==> src/rtl/zamek_ctrl.sv <==
// Code-lock sequencer: steers keypad digits into a register bank via one-hot
// clock enables, checks the bank against the stored code on enter, and drives
// unlock / failure handling with a try counter and alarm lockout.
module zamek_ctrl #(
  parameter int unsigned               DIGITS      = 4,
  parameter int unsigned               WIDTH       = 4,
  parameter logic [DIGITS*WIDTH-1:0]   CODE        = 16'h1234,
  parameter int unsigned               MAX_TRIES   = 3,
  parameter int unsigned               OPEN_CYC    = 500,
  parameter int unsigned               LOCKOUT_CYC = 1000
) (
  input  logic                          clk_i,
  input  logic                          clr_ni,
  input  logic                          key_valid_i,
  input  logic [WIDTH-1:0]              key_data_i,
  input  logic                          key_enter_i,
  input  logic                          key_cancel_i,
  input  logic [DIGITS*WIDTH-1:0]       entry_q_i,
  output logic [DIGITS-1:0]             reg_ce_o,
  output logic                          reg_clr_o,
  output logic [WIDTH-1:0]              reg_data_o,
  output logic [$clog2(DIGITS+1)-1:0]   digit_cnt_o,
  output logic                          unlock_o,
  output logic                          alarm_o,
  output logic                          busy_o
);

  localparam int unsigned CntW   = $clog2(DIGITS + 1);
  localparam int unsigned TryW   = $clog2(MAX_TRIES + 1);
  localparam int unsigned TmrMax = (OPEN_CYC > LOCKOUT_CYC) ? OPEN_CYC : LOCKOUT_CYC;
  localparam int unsigned TmrW   = $clog2(TmrMax + 1);

  typedef enum logic [2:0] {
    StIdle, StEntry, StWait, StCheck, StOpen, StFail, StLockout
  } state_e;

  state_e            state_q, state_d;
  logic [CntW-1:0]   cnt_q, cnt_d;
  logic              ovf_q, ovf_d;
  logic [TryW-1:0]   tries_q, tries_d;
  logic [TryW-1:0]   tries_inc;
  logic [TmrW-1:0]   timer_q, timer_d;
  logic [DIGITS-1:0] ce_q, ce_d;
  logic [WIDTH-1:0]  data_q, data_d;
  logic              clr_q, clr_d;
  logic              unlock_q, unlock_d;
  logic              alarm_q, alarm_d;
  logic              busy_q, busy_d;

  // Saturating increment so tries never exceeds MAX_TRIES.
  assign tries_inc = (tries_q < TryW'(MAX_TRIES)) ? tries_q + TryW'(1) : tries_q;

  // Next-state and registered-output logic.
  always_comb begin
    state_d  = state_q;
    cnt_d    = cnt_q;
    ovf_d    = ovf_q;
    tries_d  = tries_q;
    timer_d  = timer_q;
    ce_d     = '0;
    data_d   = '0;
    clr_d    = 1'b0;
    unlock_d = 1'b0;
    alarm_d  = 1'b0;

    unique case (state_q)
      StIdle, StEntry: begin
        if (key_cancel_i) begin
          state_d = StIdle;
          clr_d   = 1'b1;
          cnt_d   = '0;
          ovf_d   = 1'b0;
        end else if (key_enter_i) begin
          state_d = StWait;
        end else if (key_valid_i) begin
          state_d = StEntry;
          if (cnt_q < CntW'(DIGITS)) begin
            ce_d   = DIGITS'(1) << cnt_q;
            data_d = key_data_i;
            cnt_d  = cnt_q + CntW'(1);
          end else begin
            ovf_d = 1'b1;
          end
        end
      end
      // One spare cycle so the final digit's register load is visible.
      StWait: state_d = StCheck;
      StCheck: begin
        if ((cnt_q == CntW'(DIGITS)) && !ovf_q && (entry_q_i == CODE)) begin
          state_d  = StOpen;
          timer_d  = TmrW'(OPEN_CYC - 1);
          unlock_d = 1'b1;
          tries_d  = '0;
        end else begin
          state_d = StFail;
        end
      end
      StOpen: begin
        if (timer_q == '0) begin
          state_d = StIdle;
          clr_d   = 1'b1;
          cnt_d   = '0;
          ovf_d   = 1'b0;
        end else begin
          timer_d  = timer_q - TmrW'(1);
          unlock_d = 1'b1;
        end
      end
      StFail: begin
        tries_d = tries_inc;
        if (tries_inc == TryW'(MAX_TRIES)) begin
          state_d = StLockout;
          timer_d = TmrW'(LOCKOUT_CYC - 1);
          alarm_d = 1'b1;
        end else begin
          state_d = StIdle;
          clr_d   = 1'b1;
          cnt_d   = '0;
          ovf_d   = 1'b0;
        end
      end
      StLockout: begin
        if (timer_q == '0) begin
          state_d = StIdle;
          tries_d = '0;
          clr_d   = 1'b1;
          cnt_d   = '0;
          ovf_d   = 1'b0;
        end else begin
          timer_d = timer_q - TmrW'(1);
          alarm_d = 1'b1;
        end
      end
      default: begin
        state_d = StIdle;
        clr_d   = 1'b1;
        cnt_d   = '0;
        ovf_d   = 1'b0;
      end
    endcase

    busy_d = !((state_d == StIdle) || (state_d == StEntry));
  end

  // State and output registers; reset holds the bank clear asserted.
  always_ff @(posedge clk_i or negedge clr_ni) begin
    if (!clr_ni) begin
      state_q  <= StIdle;
      cnt_q    <= '0;
      ovf_q    <= 1'b0;
      tries_q  <= '0;
      timer_q  <= '0;
      ce_q     <= '0;
      data_q   <= '0;
      clr_q    <= 1'b1;
      unlock_q <= 1'b0;
      alarm_q  <= 1'b0;
      busy_q   <= 1'b0;
    end else begin
      state_q  <= state_d;
      cnt_q    <= cnt_d;
      ovf_q    <= ovf_d;
      tries_q  <= tries_d;
      timer_q  <= timer_d;
      ce_q     <= ce_d;
      data_q   <= data_d;
      clr_q    <= clr_d;
      unlock_q <= unlock_d;
      alarm_q  <= alarm_d;
      busy_q   <= busy_d;
    end
  end

  assign reg_ce_o    = ce_q;
  assign reg_clr_o   = clr_q;
  assign reg_data_o  = data_q;
  assign digit_cnt_o = cnt_q;
  assign unlock_o    = unlock_q;
  assign alarm_o     = alarm_q;
  assign busy_o      = busy_q;

endmodule

==> config.mk <==
export PLATFORM = sky130hd
export DESIGN_NAME = zamek_ctrl
export DESIGN_NICKNAME = d
export VERILOG_FILES = /design/src/rtl/zamek_ctrl.sv
export SDC_FILE = /design/constraint.sdc
export NUM_CORES = 1
export LEC_CHECK = 0
export BUFFER_PORTS_ARGS = -buffer_cell sky130_fd_sc_hd__buf_2
export CAP_MARGIN = 20
export CORE_UTILIZATION = 39
export CTS_CLUSTER_SIZE = 25
export DETAILED_ROUTE_END_ITERATION = 16
export PLACE_DENSITY = 0.66
export SLEW_MARGIN = 5
export SYNTH_ARGS = -nofsm -noshare
export SYNTH_HDL_FRONTEND = slang
export SYNTH_SLANG_ARGS = --single-unit
==> constraint.sdc <==
create_clock -name clk_i -period 3.5 [get_ports clk_i]
set_input_delay 0 -clock clk_i [delete_from_list [all_inputs] [get_ports clk_i]]
set_output_delay 0 -clock clk_i [all_outputs]
set_load 0.05 [all_outputs]
## Word level (Yosys, flattened, before mapping)

Cells that the tools add are included.
Widths: inputs -> output; s select.

- Divide/modulo/power cells: 0
- Bitwise gates (word level): 1
- Multipliers: 0
- $lt $le $gt $ge: 2
- Reductions and logical operators: 17
- Add/sub/neg operators: 3
- Shift operators: 1
- Eq/ne operators: 20
- Muxes and demuxes: 48

Operators by type and width:

| cell | number |
|---|---|
| $mux 4 | 10 |
| $mux 3 | 11 |
| $mux 10 | 3 |
| $pmux 10 s3 | 1 |
| $eq 16x13->1 const B | 1 |
| $pmux 3 s5 | 1 |
| $mux 1 | 13 |
| $eq 3x3->1 const B | 4 |
| $ne 3x3->1 const B | 4 |
| $pmux 3 s4 | 1 |
| $reduce_and 6->1 | 2 |
| $logic_not 10->1 | 1 |
| $ne 2x2->1 const B | 5 |
| $sub 10x1->10 const B | 1 |
| $pmux 1 s4 | 2 |
| $eq 3x1->1 const B | 2 |
| $eq 3x2->1 const B | 2 |
| $logic_not 3->1 | 2 |
| $mux 2 | 3 |
| $pmux 2 s3 | 1 |
| $reduce_bool 3->1 | 2 |
| $reduce_or 2->1 | 3 |
| $pmux 1 s2 | 2 |
| $reduce_and 4->1 | 1 |
| 12 further kinds | 14 |

- Output and inout port bits: 15
- Memories kept: 0
- Bits in latches: 0
- RAM bits: 0
- Flip-flop bits (word level): 31
- Word-level logic and storage cells: 103
- Bits of input ports: 25
- Bits in read-only memories: 0

## Logic depth before layout (Yosys ltp)

Gate-level depths: netlist of the first run.

- Depth after elaboration: 8
- Mapped depth: 8
- Gate-level depth less buffers: 7

## Least setup slack after synthesis of the first run

Ideal clock, no wire load.

- Path kind: reg-to-reg
- Start point: register cnt_q[0], in the netlist digit_cnt_o[0]
- End point: register timer_q[2]
- Path buffers: 1
- Setup slack: 1,122 ps
- Data arrival time: 2,252 ps
- Cell stages (with the launch flop): 9
- Clock period less this slack: 2,378 ps
- Setup time: 126 ps
- Required time: 3,374 ps
- Cell sequence: dfrtp_1 -> inv_1 -> ha_1 -> nor4bb_1 -> nand4_1 -> or3_1 -> clkbuf_1 -> a21o_1 -> a221o_1

- Cells in the longest elaborated chain, start to end: 5

Ends and longest elaborated chain:

| element | line | source |
|---|---|---|
| start, declared | 38 | `logic [CntW-1:0] cnt_q, cnt_d;` |
| start signal, assigned | 161 | `cnt_q <= cnt_d;` |
| $eq 3x3->1 | 89 | `if ((cnt_q == CntW'(DIGITS)) && !ovf_q && (entry_q_i == CODE)) begin` |
| $logic_and 1x1->1 (2 in a row) | 89 |  |
| $ne 2x2->1 (no line) | n/a |  |
| $reduce_and 4->1 (no line) | n/a |  |
| end signal, assigned | 164 | `timer_q <= timer_d;` |
| end, declared | 42 | `logic [TmrW-1:0] timer_q, timer_d;` |

Every way passes these cells.
A chain may end at the register's enable or synchronous reset.

## Worst setup path in the final report of the first run

- Start point: register cnt_q[0], in the netlist digit_cnt_o[0]
- End point: register timer_q[3]

Same word-level chain as after synthesis.

==> results.json, run 1 <==
{
  "status": "complete, no violations",
  "clk_latency_ns": 0.29,
  "routedWlPerCell_um": 14.3,
  "slew_violations": 0,
  "cts-htree-levels": 2,
  "synth_edf_count": 0,
  "cts_buffers": 5,
  "io_pins": 40,
  "grt_pass1_wl_um": 6130,
  "syn_inst": 158,
  "drv_cap": 0,
  "reg2reg_to": "timer_q[3]",
  "final.setup.tns_ns": 0,
  "power.density_mw_per_mm2": 706,
  "grt_overflow_total": 0,
  "crit_fanout": 7,
  "rows": 22,
  "netlist-cell-type-count": 47,
  "critPathMaxStageDelay_ns": 0.48,
  "worstSetupEndpointType": "flop",
  "clkSinkCount": 31,
  "min_path_cells": 4,
  "wl_um": 3630,
  "p_leak_uw": 0.000956,
  "fin_crit_sh": 0.691,
  "dp_slack_ns": 1.15,
  "drive_gt1_frac": 0.256,
  "reg2regPathDepth": 7,
  "vias": 1376,
  "gp_congestion": 0.891,
  "drt_iter0_drc": 101,
  "netlist_area_sq_mm": 0.00159,
  "r2r_slack_ns": 1.08,
  "n_antenna_cell": 0,
  "worstPathRequired_ns": 3.64,
  "finalSetupViolCount": 0,
  "coreArea_sq_mm": 0.00380,
  "crit_chain": "inv_1 -> ha_1 -> nor4bb_1 -> nand4_1 -> or3_1 -> a21oi_1 -> a31oi_1",
  "synth.area.top_cells": "dfrtp_1, ha_1, and3_1",
  "cts_tree": "done",
  "holdPathEnd": "state_q[0]",
  "arrival_ns": 2.56,
  "grt_max_degree": 32,
  "worstMarginPinSlew_ns": 0.679,
  "slew_headroom": 0.547,
  "synth-async-reset-ratio": 1.00,
  "setup_slack_ns": 1.08,
  "first_pass_iters": 6,
  "multiInputGateArea_sq_um": 758,
  "yosysMostFrequentCell": "dfrtp_1",
  "seqCellArea_sq_um": 777,
  "areaGrowthSynthToFinish_pct": 24.4,
  "ir_drop_v": 0.000304,
  "die_w_um": 65.9,
  "cts_root_buf": "clkbuf_8",
  "syn_avg_cell_area_sq_um": 10.1,
  "period_minus_slack_ns": 2.42,
  "synth_top_cell_by_area": "dfrtp_1",
  "skew_ns": 0.00680,
  "max_clock_freq_ghz": 0.413,
  "portBuffers": 39,
  "hold_path.class": "input pin to flop",
  "ys.flop_type": "dfrtp_1",
  "dp_hpwl_um": 2630,
  "fill_cells": 376,
  "clock_path_buffers": 2,
  "ant_nets": 0,
  "cpMaxStageDelayCell": "or3_1",
  "ys_ff_latch": 31,
  "nets": 237,
  "reg2reg_from": "digit_cnt_o[0]",
  "start_util": 0.419,
  "finalHoldViolCount": 0,
  "synth_warnings": 0,
  "path_clk_slew_ns": 0.07,
  "critPathKind": "flop to flop",
  "synth_fp_nets": 189,
  "min_from": "key_enter_i",
  "synth_common_cells": "dfrtp_1, nor2_1, inv_1, nand2_1, and3_1",
  "grtUsageTotal": 0.191,
  "via_per_inst": 5.40,
  "rsz0062_at_grt": "no",
  "antenna_found_initial": 0,
  "seq_area_frac_synth": 0.488,
  "die_y_um": 65.9,
  "die_area_sq_mm": 0.00434,
  "drcViolationCount": 0,
  "grt_pass1_vias": 1308,
  "netlist.area_leader.share": 0.471,
  "startpoint_type": "flop"
}
registers in the layout (all words and copies together), names as in the netlist:
name,cells
state_q,3
unlock_o,1
tries_q,2
reg_data_o,4
ovf_q,1
reg_ce_o,4
timer_q,10
busy_o,1
alarm_o,1
digit_cnt_o,3
reg_clr_o,1
layer usage:
metal | up-vias | global-route usage | share of wire
li1 | 670 | - | -
met2 | 52 | 0.297 | 0.47
met3 | 8 | 0.0534 | 0.067
met1 | 646 | 0.246 | 0.45
met5 | - | 0 | 0
met4 | 0 | 0.0815 | 0.021
layout make-up:
class                      instances  area share
sequential                        31       0.392
multi-input combinational        112       0.383
timing repair buffer              46       0.130
clock buffer                       7      0.0436
tap                               48      0.0303
inverter                          10      0.0189
clock inverter                     1     0.00253
worst max-delay path: cells and delay by family, from the launching register on:
kind | cells | cell delay (ns)
and+or+nand+nor | 3 | 0.93
AOI/OAI and AO/OA | 2 | 0.63
adders and majority gates | 1 | 0.16
DFF | 1 | 0.43
buffers and inverters | 1 | 0.13
power by group:
part	leakage [uW]	switching, uW	internal [uW]
sequential	0.000386	117	460
combinational	0.000522	333	198
clock	0.0000482	133	158
total	0.000956	584	816
cells by family after synthesis:
group | synth area share
xor+xnor | 0.0110
buf+inv | 0.0361
compound gates | 0.176
simple gates | 0.236
mux | 0.00628
flops | 0.488
fa+ha+maj | 0.0471
what timing repair did:
| item | in CTS | in global routing |
|---|---|---|
| hold endpoints to repair | 34 | 0 |
| resized for setup | 0 | 0 |
| hold buffers | 5 | 0 |
| buffers inserted | 0 | 0 |
layout by cell type (no fill, tap or decap), types with 2 or more instances in the layout:
| master | instances |
|---|---|
| nor2_1 | 11 |
| o21ai_0 | 7 |
| dfrtp_1 | 30 |
| ha_1 | 6 |
| nor3_1 | 4 |
| inv_1 | 10 |
| a21o_1 | 2 |
| buf_2 | 39 |
| and2_1 | 3 |
| a221oi_1 | 2 |
| nand2_1 | 10 |
| nand2b_1 | 4 |
| nor4b_1 | 2 |
| a22o_1 | 3 |
| nor4bb_1 | 2 |
| dlygate4sd3_1 | 5 |
| xor2_1 | 2 |
| a21oi_1 | 7 |
| nor3b_1 | 3 |
| nor2b_1 | 4 |
| clkbuf_8 | 6 |
| or4_1 | 3 |
| and3_1 | 8 |
| o22ai_1 | 2 |
| nor4_1 | 3 |
| o31ai_1 | 3 |
worst max path at each step:
| stage | from | to | slack, ns |
|---|---|---|---|
| finish | digit_cnt_o[0] | timer_q[3] | 1.08 |
| floorplan | digit_cnt_o[0] | timer_q[2] | 1.12 |
| CTS | digit_cnt_o[0] | timer_q[3] | 1.14 |
| global placement | digit_cnt_o[0] | timer_q[2] | 1.29 |
| global route | digit_cnt_o[0] | timer_q[8] | 0.92 |
| detailed placement | digit_cnt_o[0] | timer_q[2] | 1.15 |
metrics by stage:
step	util	total power [uW]	cells	area [sq um]	hold slack (ns)
after floorplan	-	958	158	1590	-0.296
after global placement	0.483	1090	241	1840	0.0766
after detailed placement	0.483	1100	241	1840	0.0794
after CTS	0.520	1410	254	1980	0.0347
after global routing	0.522	1500	255	1980	0.0892
final	0.522	1400	255	1980	0.0405
(Power assumes the default switching activity.)
==> run 2: changes to the inputs <==
--- a/config.mk
+++ b/config.mk
@@ -10,7 +10,7 @@
 export CORE_UTILIZATION = 39
 export CTS_CLUSTER_SIZE = 25
 export DETAILED_ROUTE_END_ITERATION = 16
-export PLACE_DENSITY = 0.66
+export PLACE_DENSITY = 0.68
 export SLEW_MARGIN = 5
 export SYNTH_ARGS = -nofsm -noshare
 export SYNTH_HDL_FRONTEND = slang
==> constraint.sdc (replaced) <==
create_clock -name clk_i -period 2.05 [get_ports clk_i]
set_input_delay 0 -clock clk_i [delete_from_list [all_inputs] [get_ports clk_i]]
set_output_delay 0 -clock clk_i [all_outputs]
set_load 0.05 [all_outputs]
==> results.json, run 2 (synthesis results as in run 1) <==
{
  "skew_ns": 0.00681,
  "routedWlPerCell_um": 14.0,
  "via_per_inst": 5.34,
  "fill_cells": 317,
  "multiInputGateArea_sq_um": 795,
  "max_clock_freq_ghz": 0.503,
  "min_path_cells": 4,
  "hold_path.class": "input pin to flop",
  "cts_root_buf": "clkbuf_8",
  "layout_common_cells": "buf_2, dfrtp_1, buf_4",
  "min_from": "key_enter_i",
  "drv_cap": 0,
  "clkSinkCount": 31,
  "drcViolationCount": 0,
  "grt_pass1_vias": 1439,
  "reg2reg_to": "digit_cnt_o[2]",
  "r2r_slack_ns": 0.06,
  "rows": 22,
  "reg2reg_from": "timer_q[7]",
  "drt_iter0_drc": 91,
  "first_pass_iters": 4,
  "critPathMaxStageDelay_ns": 0.58,
  "reg2regPathDepth": 5,
  "regMostFlops": "timer_q",
  "setup_slack_ns": 0.0616,
  "startpoint_type": "flop",
  "seqCellArea_sq_um": 779,
  "worstSetupEndpointType": "flop",
  "antenna_found_initial": 0,
  "fin_area_sq_mm": 0.00218,
  "place_area_sq_mm": 0.00199,
  "cpMaxStageDelayCell": "or4_4",
  "clock_path_buffers": 2,
  "finalHoldViolCount": 0,
  "cts-htree-levels": 2,
  "clk_latency_ns": 0.28,
  "final_common_cell": "buf_2",
  "fin_crit_sh": 0.970,
  "dp_slack_ns": -0.0291,
  "status": "complete, no violations",
  "portBuffers": 39,
  "vias": 1459,
  "io_pins": 40,
  "cts_tree": "done",
  "slew_violations": 0,
  "critPathKind": "flop to flop",
  "die_w_um": 65.9,
  "wl_um": 3820,
  "rsz0062_at_grt": "yes",
  "dp_hpwl_um": 2840,
  "n_antenna_cell": 0,
  "crit_fanout": 6,
  "period_minus_slack_ns": 1.99,
  "ir_drop_v": 0.000612,
  "cp-startpoint": "timer_q[7]",
  "grtUsageTotal": 0.204,
  "finalSetupViolCount": 0,
  "grt_pass1_wl_um": 6590,
  "arrival_ns": 2.20,
  "drive_gt1_frac": 0.356,
  "coreArea_sq_mm": 0.00380,
  "gp_congestion": 0.890,
  "fin_util": 0.575,
  "areaGrowthSynthToFinish_pct": 37.2,
  "largest_reg_flops": 10,
  "die_area_sq_mm": 0.00434,
  "worstPathRequired_ns": 2.26,
  "crit_chain": "or4_4 -> o31a_1 -> nor4_4 -> nand2b_1 -> a21oi_2",
  "die_y_um": 65.9,
  "start_util": 0.419,
  "power.density_mw_per_mm2": 1230,
  "grt_overflow_total": 0,
  "holdPathEnd": "state_q[0]",
  "nets": 255,
  "slew_headroom": 0.563,
  "ant_nets": 0,
  "path_clk_slew_ns": 0.07,
  "p_leak_uw": 0.00107,
  "grt_max_degree": 32,
  "worstMarginPinSlew_ns": 0.655,
  "cts_buffers": 5
}
[run 2: critical path, delay by kind of cell (launching register included)]
family / cells / cell delay, ns
flip-flops: 1 / 0.38
AND/OR/NAND/NOR: 3 / 1.01
AO/OA/AOI/OAI: 2 / 0.52
[run 2: worst max path at each step]
stage,endpoint
after floorplan,timer_q[2]
after global placement,timer_q[2]
after detailed placement,timer_q[2]
after CTS,timer_q[2]
after global routing,timer_q[2]
final,digit_cnt_o[2]
[run 2: stage by stage]
stage          power [uW]  hold slack, ns  std cells  setup TNS [ns]
4_1_cts              2670          0.0385        272               0
6_report             2680          0.0542        273               0
2_1_floorplan        1650          -0.296        158         -0.0853
3_3_place_gp         1990          0.0665        259               0
3_5_place_dp         2030          0.0756        259         -0.0291
5_1_grt              2870          0.0782        273         -0.0796
[run 2: per-layer routing]
| layer | track usage | wire [um] | vias to the layer above |
|---|---|---|---|
| li1 | - | - | 709 |
| met4 | 0.106 | 136 | 0 |
| met5 | 0 | 0 | - |
| met1 | 0.272 | 1750 | 687 |
| met2 | 0.301 | 1730 | 50 |
| met3 | 0.0534 | 196 | 13 |
[run 2: timing repair]
action                     in CTS  in global routing
buffers inserted                0                  1
setup endpoints to repair       1                 10
hold buffers                    5                  0
resized for setup               1                  3
pin swaps                       0                  1
hold endpoints to repair       34                  0
[run 2: cell type report]
| type | count | share of cell area |
|---|---|---|
| Clock buffer | 6 | 0.0378 |
| Sequential cell | 31 | 0.357 |
| Clock inverter | 2 | 0.0160 |
| Timing Repair Buffer | 64 | 0.181 |
| Multi-Input combinational cell | 112 | 0.364 |
| Tap cell | 48 | 0.0275 |
| Inverter | 10 | 0.0172 |
[run 2: power breakdown]
| part | internal, uW | switching [uW] |
|---|---|---|
| registers | 787 | 152 |
| clock network | 393 | 228 |
| logic | 457 | 663 |
| total | 1640 | 1040 |
